### src/rtl/lf_pkg.sv
// Shared types and default widths for the line fill engine.
package lf_pkg;

    localparam int unsigned LF_ADDR_W = 28;
    localparam int unsigned LF_LINE_W = 128;
    localparam int unsigned LF_STAT_W = 16;

    typedef enum logic [2:0] {
        IDLE = 3'd0,
        WB   = 3'd1,
        GAP  = 3'd2,
        FILL = 3'd3,
        DONE = 3'd4
    } lf_state_e;

endpackage

### src/rtl/lf_timeout_cnt.sv
// Per-transfer wait counter; term_c flags the cycle whose increment reaches LIMIT.
// LIMIT=0 disables the terminal flag.
module lf_timeout_cnt #(
    parameter int unsigned CNT_W = 10,
    parameter int unsigned LIMIT = 1023
) (
    input  logic clk,
    input  logic rst,
    input  logic clr,
    input  logic en,
    output logic term_c
);

    localparam int unsigned LIMIT_M1 = (LIMIT == 0) ? 0 : LIMIT - 1;

    logic [CNT_W-1:0] cnt;

    // Clear has priority so a state change always starts the next transfer at zero.
    always_ff @(posedge clk or posedge rst) begin
        if (rst) begin
            cnt <= '0;
        end else if (clr) begin
            cnt <= '0;
        end else if (en) begin
            cnt <= cnt + CNT_W'(1);
        end
    end

    assign term_c = (LIMIT != 0) && en && (cnt == CNT_W'(LIMIT_M1));

endmodule

### src/rtl/line_fill_engine.sv
// Cache miss initiator: optional victim write-back, then a line read from slow memory.
// Optional counters: define LINE_FILL_STATS_EN to add stat_miss/stat_wb/stat_stall.
module line_fill_engine
    import lf_pkg::*;
#(
    parameter int unsigned ADDR_W  = LF_ADDR_W,
    parameter int unsigned LINE_W  = LF_LINE_W,
    parameter int unsigned TIMEOUT = 1023,
    parameter int unsigned TO_W    = 10
) (
    input  logic              clk,
    input  logic              rst,
    input  logic              req_valid,
    input  logic              req_wb,
    input  logic [ADDR_W-1:0] req_victim_addr,
    input  logic [LINE_W-1:0] req_victim_data,
    input  logic [ADDR_W-1:0] req_fill_addr,
    output logic              busy,
    output logic              fill_done,
    output logic [LINE_W-1:0] fill_data,
    output logic              timeout_err,
    output logic              mem_read,
    output logic              mem_write,
    output logic [ADDR_W-1:0] mem_addr,
    output logic [LINE_W-1:0] mem_wdata,
    input  logic [LINE_W-1:0] mem_rdata,
    input  logic              mem_ready
`ifdef LINE_FILL_STATS_EN
    ,
    output logic [LF_STAT_W-1:0] stat_miss,
    output logic [LF_STAT_W-1:0] stat_wb,
    output logic [LF_STAT_W-1:0] stat_stall
`endif
);

    lf_state_e         state, state_d;
    logic              busy_d, fill_done_d, timeout_err_d;
    logic              mem_read_d, mem_write_d;
    logic [ADDR_W-1:0] mem_addr_d, fill_addr_q, fill_addr_d;
    logic [LINE_W-1:0] fill_data_d, mem_wdata_d;
    logic              to_en, to_clr, to_term_c;

    assign to_en  = ((state == WB) || (state == FILL)) && !mem_ready;
    assign to_clr = (state_d != state);

    lf_timeout_cnt #(
        .CNT_W (TO_W),
        .LIMIT (TIMEOUT)
    ) u_timeout (
        .clk    (clk),
        .rst    (rst),
        .clr    (to_clr),
        .en     (to_en),
        .term_c (to_term_c)
    );

    // Next state and next value of every registered output.
    always_comb begin
        state_d       = state;
        busy_d        = busy;
        fill_done_d   = 1'b0;
        fill_data_d   = fill_data;
        timeout_err_d = timeout_err;
        mem_read_d    = mem_read;
        mem_write_d   = mem_write;
        mem_addr_d    = mem_addr;
        mem_wdata_d   = mem_wdata;
        fill_addr_d   = fill_addr_q;

        case (state)
            IDLE: begin
                if (req_valid) begin
                    busy_d      = 1'b1;
                    fill_addr_d = req_fill_addr;
                    if (req_wb) begin
                        state_d     = WB;
                        mem_write_d = 1'b1;
                        mem_addr_d  = req_victim_addr;
                        mem_wdata_d = req_victim_data;
                    end else begin
                        state_d    = FILL;
                        mem_read_d = 1'b1;
                        mem_addr_d = req_fill_addr;
                    end
                end
            end
            WB: begin
                if (mem_ready) begin
                    mem_write_d = 1'b0;
                    state_d     = GAP;
                end else if (to_term_c) begin
                    mem_write_d   = 1'b0;
                    timeout_err_d = 1'b1;
                    fill_done_d   = 1'b1;
                    busy_d        = 1'b0;
                    state_d       = DONE;
                end
            end
            GAP: begin
                state_d    = FILL;
                mem_read_d = 1'b1;
                mem_addr_d = fill_addr_q;
            end
            FILL: begin
                if (mem_ready) begin
                    mem_read_d  = 1'b0;
                    fill_data_d = mem_rdata;
                    fill_done_d = 1'b1;
                    busy_d      = 1'b0;
                    state_d     = DONE;
                end else if (to_term_c) begin
                    mem_read_d    = 1'b0;
                    timeout_err_d = 1'b1;
                    fill_done_d   = 1'b1;
                    busy_d        = 1'b0;
                    state_d       = DONE;
                end
            end
            DONE: begin
                state_d = IDLE;
            end
            default: begin
                state_d = IDLE;
            end
        endcase
    end

    always_ff @(posedge clk or posedge rst) begin
        if (rst) begin
            state       <= IDLE;
            busy        <= 1'b0;
            fill_done   <= 1'b0;
            fill_data   <= '0;
            timeout_err <= 1'b0;
            mem_read    <= 1'b0;
            mem_write   <= 1'b0;
            mem_addr    <= '0;
            mem_wdata   <= '0;
            fill_addr_q <= '0;
        end else begin
            state       <= state_d;
            busy        <= busy_d;
            fill_done   <= fill_done_d;
            fill_data   <= fill_data_d;
            timeout_err <= timeout_err_d;
            mem_read    <= mem_read_d;
            mem_write   <= mem_write_d;
            mem_addr    <= mem_addr_d;
            mem_wdata   <= mem_wdata_d;
            fill_addr_q <= fill_addr_d;
        end
    end

`ifdef LINE_FILL_STATS_EN
    // Saturating usage counters.
    always_ff @(posedge clk or posedge rst) begin
        if (rst) begin
            stat_miss  <= '0;
            stat_wb    <= '0;
            stat_stall <= '0;
        end else begin
            if ((state == IDLE) && req_valid && (stat_miss != '1)) begin
                stat_miss <= stat_miss + LF_STAT_W'(1);
            end
            if ((state == IDLE) && req_valid && req_wb && (stat_wb != '1)) begin
                stat_wb <= stat_wb + LF_STAT_W'(1);
            end
            if (busy && (stat_stall != '1)) begin
                stat_stall <= stat_stall + LF_STAT_W'(1);
            end
        end
    end
`endif

endmodule

### config.mk
export PLATFORM = sky130hd
export DESIGN_NAME = line_fill_engine
export DESIGN_NICKNAME = d
export VERILOG_FILES = /design/src/rtl/lf_pkg.sv /design/src/rtl/lf_timeout_cnt.sv /design/src/rtl/line_fill_engine.sv
export SDC_FILE = /design/constraint.sdc
export NUM_CORES = 1
export LEC_CHECK = 0
export CAP_MARGIN = 20
export CORE_AREA = 2 2 237 239
export CTS_CLUSTER_DIAMETER = 100
export CTS_CLUSTER_SIZE = 12
export DETAILED_ROUTE_END_ITERATION = 10
export DIE_AREA = 0 0 239 241
export SETUP_SLACK_MARGIN = 0.2
export SYNTH_ARGS = -nofsm -noshare
export SYNTH_HDL_FRONTEND = slang
export SYNTH_SLANG_ARGS = --single-unit
### constraint.sdc
create_clock -name clk -period 12.75 [get_ports clk]
set_clock_uncertainty 0.1 [all_clocks]
set_input_delay 1.9125 -clock clk [delete_from_list [all_inputs] [get_ports clk]]
set_output_delay 1.9125 -clock clk [all_outputs]
set_load 0.1 [all_outputs]
* Word-level counts from Yosys, hierarchy flattened *
Cells that the tools add are included.

storage, ports and cells
  flip-flop bits (word level) = 330
  bits of input ports = 317

cells by class
  equality and inequality tests = 11
  mux-type cells = 28
  reductions and logical operators = 19
  bitwise operators = 1
  add/sub/neg operators = 1

operator list
  cell                                                 count
  2-to-1 mux 28 bit                                    2
  one-hot mux 28 bit (2 select lines)                  1
  2-to-1 mux 10 bit                                    2
  2-to-1 mux 1 bit                                     13
  2-to-1 mux 3 bit                                     4
  one-hot mux 3 bit (4 select lines)                   1
  adder 10 x 1 -> 10 bit, second input constant        1
  equality test 10 bit, second input constant          1
  AND reduction 3 bit                                  3
  inequality test 2 bit, second input constant         4
  AND reduction 4 bit                                  2
  equality test 3 x 2 -> 1 bit, second input constant  2
  inequality test 3 bit, second input constant         2
  one-hot mux 1 bit (3 select lines)                   2
  AND reduction 2 bit                                  3
  nonzero test 2 bit                                   3
  nonzero test 3 bit                                   2
  one-hot mux 1 bit (2 select lines)                   2
  equality test 3 x 1 -> 1 bit, second input constant  1
  zero test 3 bit                                      1
  inequality test 3 bit                                1
  logical AND 1 bit                                    2
  2-to-1 mux 2 bit                                     1
  OR reduction 2 bit                                   1
  3 further kinds                                      3

* Depth between registers and ports, before layout *
Gate-level depths: netlist of run 1.

  depth in word-level cells = 9
  gate-level depth with buffers = 7
  gate-level depth less buffers = 6

* Hierarchy *
A second synthesis of run 1 with hierarchy kept.

second synthesis, totals
  cells, all modules = 877
  area total of the unflattened synthesis = 12939.9 um^2

by module, submodules not included
  module            instances  cells each  area each (um^2)
  line_fill_engine  1          824         12405.6
  lf_timeout_cnt    1          53          534.3

* Worst setup path after synthesis of run 1 *
OpenSTA, ideal clock, no wires.

  path kind = input to register
  start = input port req_wb
  end = register mem_addr[0]
  library setup time = 0.127 ns
  arrival = 2.916 ns
  cell stages on the path = 5
  setup slack = 9.607 ns
  required time = 12.523 ns
  cells stage by stage = buf_2 buf_2 mux2i_1 nor2_1 a221o_1

between the ends
  longest elaborated chain between the ends = 3

RTL lines
  what                                 RTL line                 RTL
  start: declaration                   line_fill_engine.sv:14   input logic req_wb,
  2-to-1 mux 28 bit                    line_fill_engine.sv:75   if (req_wb) begin
  2-to-1 mux 28 bit                    line_fill_engine.sv:72   if (req_valid) begin
  one-hot mux 28 bit (2 select lines)  line_fill_engine.sv:70   case (state)
  end signal: assignment               line_fill_engine.sv:148  mem_addr <= mem_addr_d;
  end: declaration                     line_fill_engine.sv:24   output logic [ADDR_W-1:0] mem_addr,

Every way passes these cells. The select of a mux whose other input is x is not followed.
A chain may end at the register's enable or synchronous reset.

* Worst setup path after layout of run 1 *
  start = input port req_valid
  end = register mem_wdata[89]

between the ends
  longest elaborated chain between the ends = 1

RTL lines
  what                           RTL line                 RTL
  start: declaration             line_fill_engine.sv:13   input logic req_valid,
  AND reduction 3 bit (no line)  -
  end signal: assignment         line_fill_engine.sv:149  mem_wdata <= mem_wdata_d;
  end: declaration               line_fill_engine.sv:25   output logic [LINE_W-1:0] mem_wdata,

Every way passes these cells.

==> results of run 1 <==
cell usage in the layout (no fill, tap or decap), drive strengths merged, types with 4 or more instances in the layout:
master,n
nand2,95
mux2,256
a221o,27
buf,15
clkdlybuf4s50,604
nor2,44
o21ai,4
dfrtp,330
nand3,6
clkbuf,32
xor2,8
mux2i,28
inv,6
flip-flops by register name, indices dropped and copies added (netlist names):
signal,cells
fill_addr_q,28
fill_data,128
state,3
mem_write,1
fill_done,1
u_timeout.cnt,10
mem_read,1
busy,1
mem_addr,28
mem_wdata,128
timeout_err,1
worst register-to-register path, stage by stage (launching register included):
cell	delay, ns
dfrtp_1	0.63
nor4b_4	0.09
buf_4	0.27
nand2_4	0.37
buf_4	0.72
buf_4	0.56
buf_16	0.34
mux2_2	0.42
stage by stage:
stage | setup slack (ns) | utilization, % | hold WS (ns) | std cells
final | 7.863 | 38.09 | 0.3779 | 2191
after global routing | 7.749 | 38.09 | 0.4025 | 2191
after CTS | 7.668 | 37.99 | 0.3785 | 2188
after detailed placement | 7.049 | 36.54 | 0.3628 | 2154
after global placement | 7.109 | 36.49 | 0.3558 | 2153
after floorplan | 1.598 | - | 0.3455 | 882
logic make-up after synthesis:
logic type               count (synthesis)  share of synthesized area [%]
flip-flops                             330                          62.08
multiplexers                           284                          26.60
AND/OR/NAND/NOR                        162                          5.183
buffers and inverters                   54                          2.549
AO/OA/AOI/OAI                           41                          2.803
XOR/XNOR                                 9                         0.5926
adder cells (fa/ha/maj)                  2                         0.1881
per-layer routing:
| layer | vias to the layer above | wire (um) | global-route usage (%) |
|---|---|---|---|
| li1 | 4270 | - | - |
| met1 | 4642 | 16360 | 16.26 |
| met2 | 314 | 21540 | 24.10 |
| met3 | 68 | 3058 | 3.889 |
| met4 | 4 | 1391 | 4.640 |
| met5 | - | 27 | 0 |
final cells by class:
cell class	count	area, um2
Antenna cell	1	2.502
Clock buffer	32	779.5
Clock inverter	2	16.27
Fill cell	5218	33970
Inverter	5	26.28
Multi-Input combinational cell	498	4725
Sequential cell	330	8258
Tap cell	704	880.8
Timing Repair Buffer	619	6216
cells in the mapped netlist (8+ instances only):
cell type  instances  area share, %
mux2_4           100             11
mux2i_1           28            2.1
buf_6             12            1.0
buf_2             28            1.1
mux2_1             9           0.76
mux2_2           147             12
a221o_1           27            2.0
dfrtp_1          330             62
nand2_1           95            2.7
xor2_1             8           0.53
nor2_1            43            1.2
how the worst max path moves through the flow:
stage	from	to	slack, ns
2_1_floorplan	rst	busy$_DFFE_PP0P_	1.60
3_3_place_gp	req_valid	mem_wdata[88]$_DFFE_PP0P_	7.11
3_5_place_dp	req_valid	mem_wdata[89]$_DFFE_PP0P_	7.05
4_1_cts	req_valid	mem_wdata[89]$_DFFE_PP0P_	7.67
5_1_grt	req_valid	mem_wdata[73]$_DFFE_PP0P_	7.75
6_report	req_valid	mem_wdata[89]$_DFFE_PP0P_	7.86
==> metrics.yaml, run 1 <==
setup_path:
  crit_path_start_kind: "input pin"
  crit_path_max_fanout: 46
  worstPathArrival_ns: 5.24
  worstSetupEndpointType: "register"
  path_common_cell: "buf_4"
  path_depth: 8
  slowest_stage: "buf_4"
  r2r_cells: 7
  r2r_slack_ns: 9.13
  rr_startpoint: "state[1]$_DFF_PP0_"
  r2r_end: "mem_wdata[89]$_DFFE_PP0P_"
  crit_type: "in2reg"
  crit_buf_inv: 5
  critPathRequiredTime_ns: 13.10
  cp_cell_sequence: "clkdlybuf4s50_1 -> nor4b_4 -> buf_4 -> nand2_4 -> buf_4 -> buf_4 -> buf_16 -> mux2_2"
  path_delay_family: "buffers and inverters"
  slowest_delay_ns: 0.72
yosys:
  syn_avg_cell_area_um2: 15.08
  netlist-cell-type-count: 37
  yosys_most_used_dff: "dfrtp_1"
  synthArstFlopShare_pct: 100.0
  netlist_area_um2: 13300
  syn_nets: 1201
  yosys_warnings: 0
  yosysSeqAreaShare_pct: 62.08
  synth_cells: 882
  synth_edf_count: 0
  synth_seq_cells: 330
floorplan:
  die_area_um2: 57600
  die_w_um: 239
  io_pins: 606
  die_h_um: 241
  rows: 86
  start_util_pct: 24.24
  core_um2: 54880
grt:
  antenna_found_initial: 3
  grt_pass1_wl_um: 61240
  grt_usage_pct: 13.79
  overflow: 0
  grt_max_degree: 110
  first_global_vias: 9764
timing:
  worst_pin_slew_ns: 1.101
  finalCritPeriodShare_pct: 38.33
  final.setup.tns_ns: 0
  fmax_ghz: 0.2046
  slew_viol_final: 0
  setup_viol: 0
  rsz0062_at_grt: "false"
  hold_viol: 0
  max-slew-margin-rel_pct: 26.36
  min_period_ns: 4.887
placed_design:
  numPortBuffers: 605
  hpwl_um: 31340
  placed_cell_area_um2: 20050
  place_congestion: 0.8075
routing:
  vias: 9298
  antenna_left: 0
  drc: 0
  wl_um: 42380
  first_pass_iters: 4
  drt_iter0_drc: 380
  wl_per_cell_um: 19.34
  detail_route.vias_per_cell: 4.244
clock_network:
  insertion_delay_ns: 0.58
  clk_pin_slew_ns: 0.06
  cts_max_path_buffers: 3
  cts_resized: 0
  cts.sinks: 330
  clockRootBuffer: "clkbuf_16"
  htreeDepth: 1
  hold_buffers: 0
  cts_setup_buffers: 0
  cts_tree: "yes"
  cts_inserted_buffers: 31
cells_and_area:
  finalInstanceArea_um2: 20900
  drive_gt1_share_pct: 20.32
  fin_nets: 1804
  area_growth_pct: 57.15
worst_hold_path:
  min_delay_path_depth: 2
  worstHoldStart: "fill_addr_q[26]$_DFFE_PP0P_"
  min_to: "fill_addr_q[26]$_DFFE_PP0P_"
  min_path_type: "reg2reg"
job:
  maxCapViolations: 0
status:
  status: "completed"
Power of run 1 is not shown: default switching activity piles up to over one toggle a cycle in this logic, so the estimate is an artifact.
==> run 2: changes to the inputs <==
==> constraint.sdc (replaced) <==
create_clock -name clk -period 4.5 [get_ports clk]
set_clock_uncertainty 0.1 [all_clocks]
set_input_delay 0.675 -clock clk [delete_from_list [all_inputs] [get_ports clk]]
set_output_delay 0.675 -clock clk [all_outputs]
set_load 0.1 [all_outputs]
==> run 2 against run 1 <==
  * Routed wire length up 0.23%
  * Cell area increased by 0.85%
  * First-iteration DRC count is 6.6% lower
  * Via count is 0.58% higher
  * Register-to-register slack got worse by 7.3 ns
  * Clock-buffer cell count grew 3
  * Global-route usage grew 0.27 points
==> metrics.yaml, run 2 (synthesis gave the netlist of run 1 again) <==
timing:
  slew_viol_final: 0
  worst_pin_slew_ns: 1.113
  fmax_ghz: 0.3403
  max-slew-margin-rel_pct: 25.57
  finalCritPeriodShare_pct: 65.29
  finalHoldWorstSlack_ns: 0.3750
  hold_viol: 0
  rsz0062_at_grt: "false"
  setup_viol: 0
  min_period_ns: 2.938
clock_network:
  cts_resized: 0
  hold_buffers: 0
  clockRootBuffer: "clkbuf_16"
  cts_inserted_buffers: 34
  clk_pin_slew_ns: 0.06
  cts_setup_buffers: 0
  cts_tree: "yes"
  cts.sinks: 330
  insertion_delay_ns: 0.53
  cts_max_path_buffers: 3
  htreeDepth: 2
cells_and_area:
  layout.cells.most_common: "clkdlybuf4s50_1"
  fin_cells: 2204
  reg_top3: "fill_data (128), mem_wdata (128)"
  drive_gt1_share_pct: 21.13
  antenna_cells: 0
  area_growth_pct: 58.49
  mostFrequentLayoutCells: "clkdlybuf4s50_1 (604), dfrtp_1 (330), mux2_2 (147)"
  fin_nets: 1816
setup_path:
  slowest_stage: "clkdlybuf4s50_1"
  crit_buf_inv: 1
  r2r_end: "mem_wdata[13]$_DFFE_PP0P_"
  r2r_cells: 4
  worstSetupEndpointType: "output port"
  critPathRequiredTime_ns: 3.72
  rr_startpoint: "state[1]$_DFF_PP0_"
  startpoint: "fill_data[127]$_DFFE_PP0P_"
  slowest_delay_ns: 1.20
  crit_type: "reg2out"
  r2r_slack_ns: 1.80
  worstPathArrival_ns: 2.16
  crit_path_max_fanout: 2
  path_delay_family: "buffers and inverters"
  crit_path_start_kind: "register"
  cp_cell_sequence: "clkdlybuf4s50_1"
grt:
  antenna_found_initial: 1
  overflow: 0
  grt_usage_pct: 14.06
  first_global_vias: 9874
  grt_max_degree: 99
  grt_pass1_wl_um: 62080
placed_design:
  place_inst: 2165
  hpwl_um: 31610
  numPortBuffers: 605
  place_congestion: 0.7803
worst_hold_path:
  min_delay_path_depth: 2
  min_path_type: "reg2reg"
  worstHoldStart: "fill_addr_q[2]$_DFFE_PP0P_"
  min_to: "fill_addr_q[2]$_DFFE_PP0P_"
floorplan:
  core_um2: 54880
  rows: 86
  io_pins: 606
  die_area_um2: 57600
  start_util_pct: 24.24
  die_h_um: 241
  die_w_um: 239
routing:
  drc: 0
  wl_um: 42470
  vias: 9352
  antenna_left: 0
  wl_per_cell_um: 19.27
  first_pass_iters: 4
  detail_route.vias_per_cell: 4.243
  drt_iter0_drc: 355
job:
  maxCapViolations: 0
status:
  status: "completed"
## run 2: worst max-delay path by stage
stage	to	slack (ns)	cells past startpoint
6_report	fill_data[127]	1.56	1
2_1_floorplan	busy$_DFFE_PP0P_	-0.68	1
3_5_place_dp	mem_wdata[13]$_DFFE_PP0P_	1.24	5
3_3_place_gp	mem_wdata[118]$_DFFE_PP0P_	1.27	5
5_1_grt	fill_data[92]	1.51	1
4_1_cts	mem_wdata[90]	1.51	1
## run 2: per-stage QoR
stage                     setup slack, ns  setup TNS, ns  instance area, um2  utilization [%]
after CTS                           1.506              0               21080            38.42
after detailed placement            1.241              0               20170            36.76
after global routing                1.511              0               21080            38.42
after global placement              1.274              0               20170            36.76
final                               1.562              0               21080            38.42
after floorplan                   -0.6817        -224.95               13310                -
## run 2: metal layers
metal,track usage (%),part of all wire [%]
met5,0,0
met4,5.303,2.9
met3,3.832,7.1
met2,25.33,53
met1,15.82,37
## run 2: layout make-up
cell class                      count  area [um2]
Clock buffer                       35       875.8
Clock inverter                      4       33.78
Fill cell                        5249       33800
Inverter                            5       22.52
Multi-Input combinational cell    498        4725
Sequential cell                   330        8258
Tap cell                          704       880.8
Timing Repair Buffer              628        6286
Power of run 2 is left out for the same reason.
==> run 3: changes to the inputs <==
==> constraint.sdc (replaced) <==
create_clock -name clk -period 2.5 [get_ports clk]
set_clock_uncertainty 0.1 [all_clocks]
set_input_delay 0.375 -clock clk [delete_from_list [all_inputs] [get_ports clk]]
set_output_delay 0.375 -clock clk [all_outputs]
set_load 0.1 [all_outputs]
==> run 3 against run 2 <==
  * Global-route usage fell by 0.41 points
  * Sequential share of layout area rose by 1.3 points
  * Utilization fell by 1.3 points
  * Routed wire length fell by 1.8%
  * Non-clock buffer count rose by 8
  * Via count fell by 0.71%
  * Critical path depth rose by 3
  * Register-to-register slack got worse by 1.3 ns
  * Worst setup slack got worse by 1.1 ns
  * Final cell count rose by 0.14%
  * Hold slack got worse by 0.28 ns
  * Cell area fell by 3.3%
  * Highest routed layer unchanged
==> metrics.yaml, run 3 (synthesis gave the netlist of run 1 again) <==
setup_path:
  crit_path_max_fanout: 20
  rr_startpoint: "state[0]$_DFF_PP0_"
  critPathRequiredTime_ns: 2.86
  crit_type: "reg2reg"
  worstPathArrival_ns: 2.40
  crit_path_start_kind: "register"
  slowest_stage: "dfrtp_1"
  startpoint: "state[0]$_DFF_PP0_"
  worstSetupEndpointType: "register"
  cp_cell_sequence: "nor4b_4 -> nand2_4 -> buf_4 -> mux2_4"
  slowest_delay_ns: 0.49
  r2r_cells: 4
routing:
  first_pass_iters: 5
  wl_per_cell_um: 18.90
  vias: 9286
  antenna_left: 0
  drt_iter0_drc: 437
  drc: 0
  detail_route.vias_per_cell: 4.208
  wl_um: 41720
clock_network:
  cts_inserted_buffers: 31
  clockRootBuffer: "clkbuf_16"
  cts_tree: "yes"
  htreeDepth: 1
  clk_pin_slew_ns: 0.06
  cts.sinks: 330
  hold_buffers: 0
  cts_resized: 0
  cts_max_path_buffers: 3
  insertion_delay_ns: 0.57
  cts_setup_buffers: 0
floorplan:
  die_h_um: 241
  io_pins: 606
  core_um2: 54880
  start_util_pct: 24.24
  die_area_um2: 57600
  rows: 86
  die_w_um: 239
timing:
  rsz0062_at_grt: "false"
  setup_viol: 0
  fmax_ghz: 0.4899
  max-slew-margin-rel_pct: 67.09
  min_period_ns: 2.041
  slew_viol_final: 0
  hold_viol: 0
  worst_pin_slew_ns: 0.4914
  finalHoldWorstSlack_ns: 0.09615
  finalCritPeriodShare_pct: 81.65
cells_and_area:
  fin_nets: 1821
  drive_gt1_share_pct: 40.48
  area_growth_pct: 53.21
  reg_top3: "fill_data (128), mem_wdata (128)"
  n_fill_cell: 5332
  mostFrequentLayoutCells: "dfrtp_1 (330), clkdlybuf4s50_1 (315), buf_4 (309)"
  post-route-util_pct: 37.14
  layout.cells.most_common: "dfrtp_1"
grt:
  first_global_vias: 9801
  antenna_found_initial: 1
  grt_usage_pct: 13.65
  overflow: 0
  grt_max_degree: 74
  grt_pass1_wl_um: 60960
placed_design:
  hpwl_um: 31840
  numPortBuffers: 605
  place_congestion: 0.7839
status:
  status: "completed"
worst_hold_path:
  min_path_type: "in2async"
job:
  maxCapViolations: 0
## run 3: cell count changes in the layout (fill, tap and decap cells not counted), moves of 4 or more
| cell | delta |
|---|---|
| clkdlybuf4s50_1 | -289 |
| buf_4 | +291 |
| clkbuf_16 | -4 |
| buf_12 | +6 |
## run 3: per-stage QoR
stage | instances | cell area (um2) | setup slack [ns] | setup TNS (ns)
2_1_floorplan | 882 | 13310 | -2.382 | -785.95
3_3_place_gp | 2173 | 19580 | 0.1071 | 0
3_5_place_dp | 2173 | 19580 | 0.06255 | 0
4_1_cts | 2206 | 20380 | 0.4185 | 0
5_1_grt | 2207 | 20380 | 0.3626 | 0
6_report | 2207 | 20380 | 0.4587 | 0
## run 3: worst max-delay path, delay by kind of cell, from the launching register on
kind          cells  cell delay, ns
mux               1            0.34
buf+inv           1            0.32
flops             1            0.49
simple gates      2            0.65
## run 3: area by class of cell
cell class              count  area, um2  area share (%)
well taps                 704      880.8           4.322
clock inverters             2      17.52         0.08595
repair buffers            636       5698           27.96
multi-input cells         498       4725           23.18
inverters                   5      22.52          0.1105
clock buffers              31      775.7           3.806
diodes                      1      2.502         0.01228
flip-flops and latches    330       8258           40.52
## run 3: per-layer routing
layer	global-route usage, %	wire [um]	part of all wire [%]	vias up
met5	0	0	0	-
met4	3.504	854	2.0	0
met3	3.363	2756	6.6	45
met2	25.07	22230	53	299
met1	15.82	15890	38	4648
li1	-	-	-	4294
## run 3: path summary, 6_finish.rpt
kind / to / slack, ns
setup reg to reg: mem_wdata[123]$_DFFE_PP0P_ / 0.46
min in group clk: fill_addr_q[17]$_DFFE_PP0P_ / 0.26
hold reg to reg: fill_addr_q[27]$_DFFE_PP0P_ / 0.38
hold / removal: mem_addr[4]$_DFFE_PP0P_ / 0.1
setup / recovery: mem_wdata[123]$_DFFE_PP0P_ / 0.46
max in group asynchronous: mem_wdata[19]$_DFFE_PP0P_ / 1.55
Power of run 3 is left out for the same reason.
